==> src/rtl/gpu_cv_pkg.sv <==
// Shared definitions for the VRAM->VRAM copy path: step codes, VRAM geometry and
// the command-size decoders used by the coordinate walker and the copy state machine.
package gpu_cv_pkg;

   localparam logic [2:0] X_ASIS      = 3'd0;
   localparam logic [2:0] X_TRI_NEXT  = 3'd1;
   localparam logic [2:0] X_CV_START  = 3'd6;

   localparam logic [2:0] Y_ASIS      = 3'd0;
   localparam logic [2:0] Y_TRI_NEXT  = 3'd4;
   localparam logic [2:0] Y_CV_ZERO   = 3'd6;

   localparam int WORDS_PER_LINE = 512;
   localparam int LINES          = 512;

   typedef enum logic {
      ST_IDLE = 1'b0,
      ST_RUN  = 1'b1
   } cv_state_e;

   // A zero size field encodes the full VRAM extent.
   function automatic logic [10:0] cv_width(input logic [9:0] w);
      return (w == 10'd0) ? 11'(2 * WORDS_PER_LINE) : {1'b0, w};
   endfunction

   function automatic logic [9:0] cv_height(input logic [8:0] h);
      return (h == 9'd0) ? 10'(LINES) : {1'b0, h};
   endfunction

endpackage

==> src/rtl/cv_wrap_add9.sv <==
// 9-bit base + offset with modulo-512 wrap, matching VRAM wrap-around at the
// right and bottom edges.
module cv_wrap_add9 (
   input  logic [8:0] base_i,
   input  logic [8:0] off_i,
   output logic [8:0] sum_o
);

   assign sum_o = base_i + off_i;

endmodule

==> src/rtl/cv_copy_coord.sv <==
// Coordinate walker for the VRAM copy: latches one command, steps pair index and
// line on the state machine's step codes, and forms flags and word addresses.
module cv_copy_coord
   import gpu_cv_pkg::*;
(
   input  logic        clk,
   input  logic        rst,
   input  logic        i_start,
   input  logic [9:0]  i_srcX,
   input  logic [8:0]  i_srcY,
   input  logic [9:0]  i_dstX,
   input  logic [8:0]  i_dstY,
   input  logic [9:0]  i_width,
   input  logic [8:0]  i_height,
   input  logic [2:0]  i_nextX,
   input  logic [2:0]  i_nextY,
   input  logic        i_done,
   output logic        o_active,
   output logic        o_isWidthNot1,
   output logic        o_xb_0,
   output logic        o_wb_0,
   output logic        o_currPairIsLineLast,
   output logic        o_nextPairIsLineLast,
   output logic        o_endVertical,
   output logic [17:0] o_srcAddr,
   output logic [17:0] o_dstAddr,
   output logic        o_err
);

   cv_state_e   state_q, state_d;
   logic [9:0]  srcx_q, srcx_d;
   logic [8:0]  srcy_q, srcy_d;
   logic [9:0]  dstx_q, dstx_d;
   logic [8:0]  dsty_q, dsty_d;
   logic [10:0] width_q, width_d;
   logic [9:0]  height_q, height_d;
   logic [9:0]  idx_q, idx_d;
   logic [9:0]  line_q, line_d;
   logic        err_q, err_d;

   // NOTE: synchronous reset clears every register; no storage here is left unreset.
   always_ff @(posedge clk) begin
      if (rst) begin
         state_q  <= ST_IDLE;
         srcx_q   <= '0;
         srcy_q   <= '0;
         dstx_q   <= '0;
         dsty_q   <= '0;
         width_q  <= '0;
         height_q <= '0;
         idx_q    <= '0;
         line_q   <= '0;
         err_q    <= 1'b0;
      end else begin
         state_q  <= state_d;
         srcx_q   <= srcx_d;
         srcy_q   <= srcy_d;
         dstx_q   <= dstx_d;
         dsty_q   <= dsty_d;
         width_q  <= width_d;
         height_q <= height_d;
         idx_q    <= idx_d;
         line_q   <= line_d;
         err_q    <= err_d;
      end
   end

   always_comb begin
      // NOTE: every next-state value defaults to its register first so no path infers a latch.
      state_d  = state_q;
      srcx_d   = srcx_q;
      srcy_d   = srcy_q;
      dstx_d   = dstx_q;
      dsty_d   = dsty_q;
      width_d  = width_q;
      height_d = height_q;
      idx_d    = idx_q;
      line_d   = line_q;
      err_d    = err_q;

      case (state_q)
         ST_IDLE: begin
            if (i_start) begin
               state_d  = ST_RUN;
               srcx_d   = i_srcX;
               srcy_d   = i_srcY;
               dstx_d   = i_dstX;
               dsty_d   = i_dstY;
               width_d  = cv_width(i_width);
               height_d = cv_height(i_height);
               idx_d    = '0;
               line_d   = '0;
               err_d    = 1'b0;
            end
         end
         ST_RUN: begin
            if (i_done) begin
               state_d = ST_IDLE;
            end else begin
               case (i_nextX)
                  X_ASIS:     idx_d = idx_q;
                  X_TRI_NEXT: idx_d = idx_q + 10'd1;
                  X_CV_START: idx_d = '0;
                  default:    err_d = 1'b1;
               endcase
               case (i_nextY)
                  Y_ASIS:     line_d = line_q;
                  Y_TRI_NEXT: line_d = line_q + 10'd1;
                  Y_CV_ZERO:  line_d = '0;
                  default:    err_d  = 1'b1;
               endcase
            end
         end
         default: state_d = ST_IDLE;
      endcase
   end

   // Last pair index of a line, counted from the pair holding srcX.
   logic [10:0] span;
   logic [9:0]  last_idx;
   assign span     = {10'd0, srcx_q[0]} + width_q - 11'd1;
   assign last_idx = span[10:1];

   assign o_active             = (state_q == ST_RUN);
   assign o_isWidthNot1        = (width_q != 11'd1);
   assign o_xb_0               = srcx_q[0];
   assign o_wb_0               = width_q[0];
   assign o_currPairIsLineLast = (idx_q == last_idx);
   assign o_nextPairIsLineLast = (({1'b0, idx_q} + 11'd1) == {1'b0, last_idx});
   assign o_endVertical        = (line_q == height_q - 10'd1);
   assign o_err                = err_q;

   logic [8:0] src_x_f, src_y_f, dst_x_f, dst_y_f;

   cv_wrap_add9 u_src_x (.base_i(srcx_q[9:1]), .off_i(idx_q[8:0]),  .sum_o(src_x_f));
   cv_wrap_add9 u_src_y (.base_i(srcy_q),      .off_i(line_q[8:0]), .sum_o(src_y_f));
   cv_wrap_add9 u_dst_x (.base_i(dstx_q[9:1]), .off_i(idx_q[8:0]),  .sum_o(dst_x_f));
   cv_wrap_add9 u_dst_y (.base_i(dsty_q),      .off_i(line_q[8:0]), .sum_o(dst_y_f));

   assign o_srcAddr = {src_y_f, src_x_f};
   assign o_dstAddr = {dst_y_f, dst_x_f};

endmodule

==> config.mk <==
export PLATFORM = sky130hd
export DESIGN_NAME = cv_copy_coord
export DESIGN_NICKNAME = d
export VERILOG_FILES = /design/src/rtl/gpu_cv_pkg.sv /design/src/rtl/cv_wrap_add9.sv /design/src/rtl/cv_copy_coord.sv
export SDC_FILE = /design/constraint.sdc
export NUM_CORES = 1
export LEC_CHECK = 0
export ABC_CLOCK_PERIOD_IN_PS = 3050
export BUFFER_PORTS_ARGS = -buffer_cell sky130_fd_sc_hd__buf_2
export CORE_ASPECT_RATIO = 0.5
export CORE_MARGIN = 3
export CORE_UTILIZATION = 55
export DETAILED_ROUTE_END_ITERATION = 8
export HOLD_SLACK_MARGIN = 0.1
export PLACE_DENSITY = 0.81
export SYNTH_ARGS = -nofsm -noshare
export SYNTH_HDL_FRONTEND = slang
export SYNTH_SLANG_ARGS = --single-unit
==> constraint.sdc <==
create_clock -name clk -period 3.05 [get_ports clk]
set_clock_uncertainty 0.05 [all_clocks]
set_input_delay 0.61 -clock clk [delete_from_list [all_inputs] [get_ports clk]]
set_output_delay 0.61 -clock clk [all_outputs]
set_load 0.02 [all_outputs]
Word-level counts from Yosys, hierarchy flattened

Index checks and enable logic that the tools add are counted.

Add/sub/neg operators: 10
Multiply operators: 0
Divide/modulo/power cells: 0
$lt $le $gt $ge: 0
Equal/unequal tests: 13
Shift-type cells: 0
Mux-type cells: 17
Bitwise operators: 1
Reductions and logical operators: 10

Operators with widths:

| cell                  | number |
|---|---|
| $pmux 10 s2           | 4 |
| $mux 10               | 4 |
| $add 9x9->9           | 4 |
| $add 10x1->10 const B | 2 |
| $eq 10x10->1          | 2 |
| $add 1x11->11         | 1 |
| $add 10x1->11 const B | 1 |
| $eq 11x10->1          | 1 |
| $mux 11               | 1 |
| $ne 11x1->1 const B   | 1 |
| $sub 11x1->11 const B | 1 |
| $logic_not 10->1      | 1 |
| $sub 10x1->10 const B | 1 |
| $eq 3x3->1 const B    | 3 |
| $logic_not 9->1       | 1 |
| $reduce_and 3->1      | 3 |
| $logic_not 3->1       | 2 |
| $mux 1                | 6 |
| $ne 3x1->1 const B    | 2 |
| $reduce_or 3->1       | 2 |
| $ne 2x2->1 const B    | 2 |
| $pmux 1 s2            | 2 |
| $eq 3x1->1 const B    | 1 |
| $ne 3x3->1 const B    | 1 |
| 2 further kinds       | 2 |

Bits in registers: 81
Bits in latches: 0
Memory bits (writable): 0
Bits in read-only memories: 0
Input port bits: 67
Output and inout bits: 44
Logic and storage cells: 61
Memories kept: 0

Depth between registers and ports, before layout

Gate-level depths: netlist (run 1).

Depth after elaboration: 6
Mapped depth: 7
Mapped depth without buffers: 7

By module

From an unflattened synthesis (run 1), not the netlist that was laid out.

Cells, all modules: 678
Area total of the unflattened synthesis: 5336.4 um2

Modules (own cells, without submodules):

| module        | times used | cells an instance | area an instance (um2) | sequential area each (um2) |
|---|---|---|---|---|
| cv_copy_coord | 1          | 514               | 3955.0                 | 1601.5 |
| cv_wrap_add9  | 4          | 41                | 345.3                  | 0.0 |

Least setup slack after synthesis (run 1)

Ideal clock, no wire load.

Kind: register to output
Start point: register srcx_q[0]
End point: output o_nextPairIsLineLast
Arrival: 2480 ps
Required time: 2390 ps
Path slack: -90 ps
Stages on the path, launching flop included: 8
Path buffers: 0
Cells stage by stage: dfxtp_1 nor2_1 ha_1 nor3b_4 nand2_2 xor3_1 or4b_1 nor4_2

Cells in the longest elaborated chain, start to end: 3

RTL lines:

| item                     | line                 | source |
|---|---|---|
| start: declaration       | cv_copy_coord.sv:31  | `logic [9:0] srcx_q, srcx_d;` |
| start signal: assignment | cv_copy_coord.sv:56  | `srcx_q <= srcx_d;` |
| $add 1x11->11            | cv_copy_coord.sv:121 | `assign span = {10'd0, srcx_q[0]} + width_q - 11'd1;` |
| $sub 11x1->11            | cv_copy_coord.sv:121 |  |
| $eq 11x10->1             | cv_copy_coord.sv:129 | `assign o_nextPairIsLineLast = (({1'b0, idx_q} + 11'd1) == {1'b0, last_idx});` |
| end: declaration         | cv_copy_coord.sv:23  | `output logic o_nextPairIsLineLast,` |

Every way passes these cells.

Worst setup path after layout (run 1)

Start point: register width_q[0]
End point: output o_nextPairIsLineLast

Cells in the longest elaborated chain, start to end: 3

RTL lines:

| item                     | line                 | source |
|---|---|---|
| start: declaration       | cv_copy_coord.sv:35  | `logic [10:0] width_q, width_d;` |
| start signal: assignment | cv_copy_coord.sv:60  | `width_q <= width_d;` |
| $add 1x11->11            | cv_copy_coord.sv:121 |  |
| $sub 11x1->11            | cv_copy_coord.sv:121 |  |
| $eq 11x10->1             | cv_copy_coord.sv:129 |  |

Every way passes these cells.

==> results of run 1 <==
==> flip-flops by register name (all words and copies together) (netlist names) <==
signal	flops
width_q	11
height_q	10
idx_q	10
line_q	10
srcx_q	10
dstx_q	9
dsty_q	9
srcy_q	9
o_active	1
o_err	1
==> critical path, delay by kind of cell (launching register included) <==
| kind | cells | cell delay, ns |
|---|---|---|
| XOR/XNOR | 2 | 0.34 |
| buffers and inverters | 2 | 0.28 |
| AND/OR/NAND/NOR | 4 | 1.20 |
| adder cells (fa/ha/maj) | 1 | 0.19 |
| flip-flops | 1 | 0.33 |
==> stage by stage <==
step,hold WS (ns),total power [mW],util (%)
after global routing,0.432,2.91,74.4
final,0.413,2.79,74.4
after detailed placement,0.404,1.70,66.7
after floorplan,0.391,1.53,-
after global placement,0.393,1.68,66.7
after CTS,0.415,2.78,72.5
==> routing by layer <==
layer / up-vias / share of wire, % / global-route usage [%]
li1: 2543 / - / -
met1: 2490 / 43 / 33.2
met2: 194 / 49 / 47.9
met3: 24 / 6.0 / 5.59
met4: 0 / 1.5 / 8.32
met5: - / 0 / 0
==> where the power goes <==
group	switching, mW	total, mW	internal [mW]	leakage, nW
Sequential	0.0540	1.15	1.09	0.657
Combinational	0.328	0.604	0.276	2.19
Clock	0.460	1.04	0.580	0.129
==> logic make-up (layout without fill, tap and decap cells) <==
kind of cell / Yosys count / after routing / share of synthesized area, %
multiplexers: 3 / 3 / 0.612
adder cells (fa/ha/maj): 40 / 40 / 10.4
flip-flops: 80 / 80 / 31.3
buffers and inverters: 37 / 173 / 2.94
XOR/XNOR: 68 / 68 / 12.8
AO/OA/AOI/OAI: 146 / 146 / 16.6
AND/OR/NAND/NOR: 279 / 279 / 25.4
==> how the worst max path moves through the flow <==
stage	to	slack, ns	cells past startpoint
4_1_cts	o_nextPairIsLineLast	-0.18	9
3_5_place_dp	o_srcAddr[17]	0.07	8
3_3_place_gp	o_nextPairIsLineLast	0.08	8
6_report	o_nextPairIsLineLast	-0.31	9
5_1_grt	o_nextPairIsLineLast	-0.41	9
2_1_floorplan	o_nextPairIsLineLast	-0.02	7
==> layout make-up <==
type                            count  area share [%]
Timing Repair Buffer              149            13.5
Clock inverter                      5           0.608
Multi-Input combinational cell    536            55.0
Inverter                            8           0.456
Tap cell                          117            2.22
Sequential cell                    80            24.5
Clock buffer                       11            3.69
==> cells in the final DEF, fill, tap and decap left out, types with 6 or more instances in the layout <==
master / netlist / layout
a21o_1: 11 / 11
buf_4: 1 / 42
o21ai_1: 15 / 12
o41ai_2: 0 / 6
ha_1: 36 / 31
nor3_1: 19 / 15
clkbuf_16: 0 / 9
xnor2_1: 45 / 43
xor2_1: 19 / 19
dfxtp_1: 80 / 75
inv_1: 8 / 8
nand4_1: 7 / 7
buf_2: 0 / 102
nand3b_1: 8 / 8
o21ai_0: 7 / 6
nor2_1: 54 / 51
nand2_1: 140 / 140
a21oi_1: 82 / 77
==> what timing repair did <==
| action | CTS | global route |
|---|---|---|
| endpoints found under the setup margin | 11 | 9 |
| hold buffers | 0 | 0 |
| pin swaps | 12 | 23 |
| gates resized for setup | 47 | 21 |
| setup buffers | 5 | 9 |
==> flow_summary.ini, run 1 <==
[cts]
cts_root_buffer = clkbuf_16
cts_tree = built
clk_latency_ns = 0.34
htreeDepth = 3
clk_pin_slew_ns = 0.06
clkSinkCount = 80
cts_buffers = 9
clockBufferDepth = 2

[yosys]
synth.area.top_cells = dfxtp_1, nand2_1, ha_1
syn_avg_cell_area_sq_um = 7.83
synth-seq-area-share_pct = 31.3
synthFlopType = dfxtp_1
synth_warnings = 0
synth_seq_cells = 80
yosysTopAreaCell = dfxtp_1
synthArstFlopShare_pct = 0
netlist_area_sq_um = 5110
synth_edf_count = 0
synth_cell_types = 58
synth_common_cells = nand2_1, a21oi_1, dfxtp_1
yosysMostFrequentCell = nand2_1
syn_nets = 760
synth_top_area_share_pct = 31.3
syn-instance-count = 653

[route]
drt-initial-drc-count = 416
drt-pass1-iter-count = 5
vias_per_cell = 5.80
wl_per_cell_um = 16.0
ant_nets = 0
num_vias = 5251
wl_mm = 14.5
drc_errors = 0

[worst_setup_path]
startpoint = width_q[0]
worstSetupEndpointType = primary output
reg2reg_slack_ns = 1.10
rr_startpoint = o_active
crit_chain = nor2_2 > ha_2 > buf_6 > or3b_4 > or4_4 > xnor2_4 > xnor2_2 > nor4_4 > buf_4
slowest_delay_ns = 0.46
cp.arrival_ns = 2.70
timing.rr.end = line_q[5]
crit_required_ns = 2.39
start_kind = flop
crit_type = flop to primary output
ff2ff_path_depth = 4
worstPathMaxFanout = 2
critPathSlowestCell = or4_4

[global_routing]
grt_usage_pct = 26.8
grt_pass1_vias = 4768
antenna_found_initial = 0
grt_max_degree = 61
grt-ovfl-total = 0
grt_pass1_wl_mm = 22.7

[floorplan]
start_util_pct = 57.7
die_width_um = 142
die_h_um = 74.2
dieArea_sq_um = 10600
num_rows = 24
core-area_sq_um = 8860
io_pins = 111

[placed_design]
place_hpwl_mm = 9.91
place_congestion = 0.882
postPlaceCellArea_sq_um = 5910
numPortBuffers = 109
dp.cells = 876
place_ws_ns = 0.0745

[pwr]
powerDensity_nw_per_um2 = 424
max-vdd-ir-drop_v = 0.000281
p_leak_nw = 2.97

[status]
run_status = finished, violations left
violations = setup timing

[layout]
fin_nets = 891
finalNonFillerCells = 906
nFillCells = 646
drive_above_1_share_pct = 28.0
regArea_sq_um = 1610
design_area_sq_um = 6590
multi_input_area_sq_um = 3620
area_growth_pct = 28.9
antenna-diode-count = 0

[run]
drv_cap = 0

[min_path]
holdPathEnd = dsty_q[5]
hold_path_class = flop to flop
hp-start = dsty_q[5]
hold_depth = 2

[timing]
tightest_slew_ns = 0.646
rsz0062_at_grt = true
hold_viol = 0
finalCritPeriodShare_pct = 110
max_freq_ghz = 0.298
relSlewSlack_pct = 57.0
finalSetupTns_ns = -0.671
worst_slack_ns = -0.311
finalSetupViolations = 4
period_minus_slack_ns = 3.36
slew_viol_final = 0
No activity file was read; power rests on OpenSTA's default activity.
==> run 2, diff against run 1 <==
Settings changed: ABC_AREA set to 1, CORE_UTILIZATION 55 to 56.
==> flow_summary.ini, run 2 <==
[layout]
nFillCells = 768
fin_nets = 1043
layout_common_cells = nand2_1, nor2_1, buf_2
top_register = width_q
final_common_cell = nand2_1
drive_above_1_share_pct = 17.0
antenna-diode-count = 0
area_growth_pct = 19.4
finalNonFillerCells = 1071
largest_reg_flops = 11
fin_util_pct = 71.8

[yosys]
synth.area.top_cells = dfxtp_1, nand2_1, nor2_1
yosysTopAreaCell = dfxtp_1
netlist_area_sq_um = 5450
synth_cell_types = 39
synth_warnings = 0
syn-instance-count = 833
synth_top_area_share_pct = 29.4
synth_edf_count = 0
yosysMostFrequentCell = nand2_1
synthArstFlopShare_pct = 0
syn_nets = 940
synth_common_cells = nand2_1, nor2_1, inv_1
syn_avg_cell_area_sq_um = 6.55
synth_seq_cells = 80
synth-seq-area-share_pct = 29.4
synthFlopType = dfxtp_1

[worst_setup_path]
crit_chain = ha_1 > fa_1 > nand3_1 > nand3_1 > a21oi_2 > nor2_1 > o21ai_1 > nand3b_1 > nand2_1 > buf_2
slowest_delay_ns = 0.40
worstSetupEndpointType = primary output
crit_required_ns = 2.39
start_kind = flop
critPathSlowestCell = fa_1
worstPathMaxFanout = 2
cp.arrival_ns = 2.29
crit_buf_inv = 1
rr_startpoint = o_active
crit_type = flop to primary output
ff2ff_path_depth = 7
reg2reg_slack_ns = 0.91
timing.rr.end = idx_q[1]
cpMostUsedCell = nand3_1
cp_top_family = adder cells

[global_routing]
grt_usage_pct = 26.0
antenna_found_initial = 0
grt_pass1_wl_mm = 23.6
grt-ovfl-total = 0
grt_max_degree = 42
grt_pass1_vias = 5058

[run]
drv_cap = 0

[min_path]
hold_path_class = flop to flop
holdPathEnd = o_err
hp-start = o_err
hold_depth = 2

[route]
wl_per_cell_um = 13.4
ant_nets = 0
drt-initial-drc-count = 360
num_vias = 5573
wl_mm = 14.3
drc_errors = 0
vias_per_cell = 5.20
drt-pass1-iter-count = 6

[floorplan]
die_width_um = 146
dieArea_sq_um = 11000
core-area_sq_um = 9070
die_h_um = 75.8
num_rows = 24
start_util_pct = 60.1
io_pins = 111

[cts]
cts_root_buffer = clkbuf_16
htreeDepth = 3
clk_pin_slew_ns = 0.06
clockBufferDepth = 2
ctsHoldBuffers = 0
clk_latency_ns = 0.34
cts_tree = built
cts_buffers = 9
clkSinkCount = 80

[pwr]
max-vdd-ir-drop_v = 0.000376
p_leak_nw = 3.37
powerDensity_nw_per_um2 = 471
power_mw = 3.07

[timing]
worst_slack_ns = 0.0963
finalSetupViolations = 0
relSlewSlack_pct = 64.9
finalCritPeriodShare_pct = 96.8
tightest_slew_ns = 0.526
hold_viol = 0
max_freq_ghz = 0.339
slew_viol_final = 0
period_minus_slack_ns = 2.95

[placed_design]
place_ws_ns = 0.373
place_hpwl_mm = 10.5
place_congestion = 0.908
numPortBuffers = 109
dp.cells = 1053

[status]
run_status = finished, final reports clean
## run 2: cell count changes after synthesis, moves of 11 or more
cell / change
nor2_1: +86
inv_1: +77
nand2_1: +63
o21ai_0: +53
nand3_1: +45
xnor2_1: -36
a21oi_1: -34
o21ai_1: -14
xor2_1: +14
nor3_1: -13
clkbuf_1: -11
## run 2: worst reg2reg max path: cells and delay by family (launching register included)
kind | cells | cell delay (ns)
DFF | 1 | 0.34
buffers and inverters | 1 | 0.11
AOI/OAI and AO/OA | 2 | 0.33
and+or+nand+nor | 4 | 1.24
## run 2: through the flow
step	setup TNS [ns]	area, sq um	hold slack [ns]
global placement	0	6110	0.403
finish	0	6510	0.426
detailed placement	0	6110	0.421
CTS	0	6460	0.430
floorplan	0	5450	0.405
global route	-0.00461	6510	0.461
## run 2: layer usage
metal / vias to the layer above / GRT usage (%) / part of all wire (%) / wire [um]
li1: 2896 / - / - / -
met1: 2523 / 32.5 / 46 / 6600
met2: 131 / 47.6 / 48 / 6920
met3: 23 / 5.23 / 4.6 / 659
met4: 0 / 6.73 / 1.1 / 161
met5: - / 0 / 0 / 0
## run 2: how the worst max path moves through the flow
stage | from | to | slack [ns] | cells after the start
2_1_floorplan | srcx_q[0] | o_currPairIsLineLast | 0.52 | 9
3_3_place_gp | srcx_q[0] | o_currPairIsLineLast | 0.44 | 13
3_5_place_dp | srcx_q[0] | o_currPairIsLineLast | 0.37 | 10
4_1_cts | srcx_q[0] | o_currPairIsLineLast | 0.007 | 10
5_1_grt | srcy_q[0] | o_srcAddr[17] | -0.005 | 10
6_report | srcy_q[0] | o_srcAddr[17] | 0.1 | 10
## run 2: cells by family after synthesis
group           Yosys count  synth area share [%]
xor+xnor                 42                  6.74
fa+ha+maj                40                  9.73
simple gates            429                  33.0
flops                    80                  29.4
buf+inv                 110                  7.80
compound gates          132                  13.4
## run 2: report_power, final
group	internal [mW]	switching, mW	total [mW]
Sequential	1.11	0.0527	1.16
Clock	0.823	0.438	1.26
Combinational	0.238	0.411	0.649
Total	2.17	0.902	3.07
## run 2: layout make-up
class / instances / area (sq um) / share of cell area, %
Sequential cell: 80 / 1610 / 24.7
Inverter: 86 / 323 / 4.96
Clock buffer: 11 / 243 / 3.73
Multi-Input combinational cell: 643 / 3460 / 53.1
Tap cell: 130 / 163 / 2.50
Clock inverter: 5 / 104 / 1.59
Timing Repair Buffer: 116 / 613 / 9.41
## run 2: what timing repair did
| action | in CTS | in global routing |
|---|---|---|
| pin swaps | 0 | 2 |
| endpoints found under the hold margin | 0 | 0 |
| setup buffers | 0 | 2 |
| endpoints found under the setup margin | 1 | 8 |
| gates resized for setup | 1 | 14 |
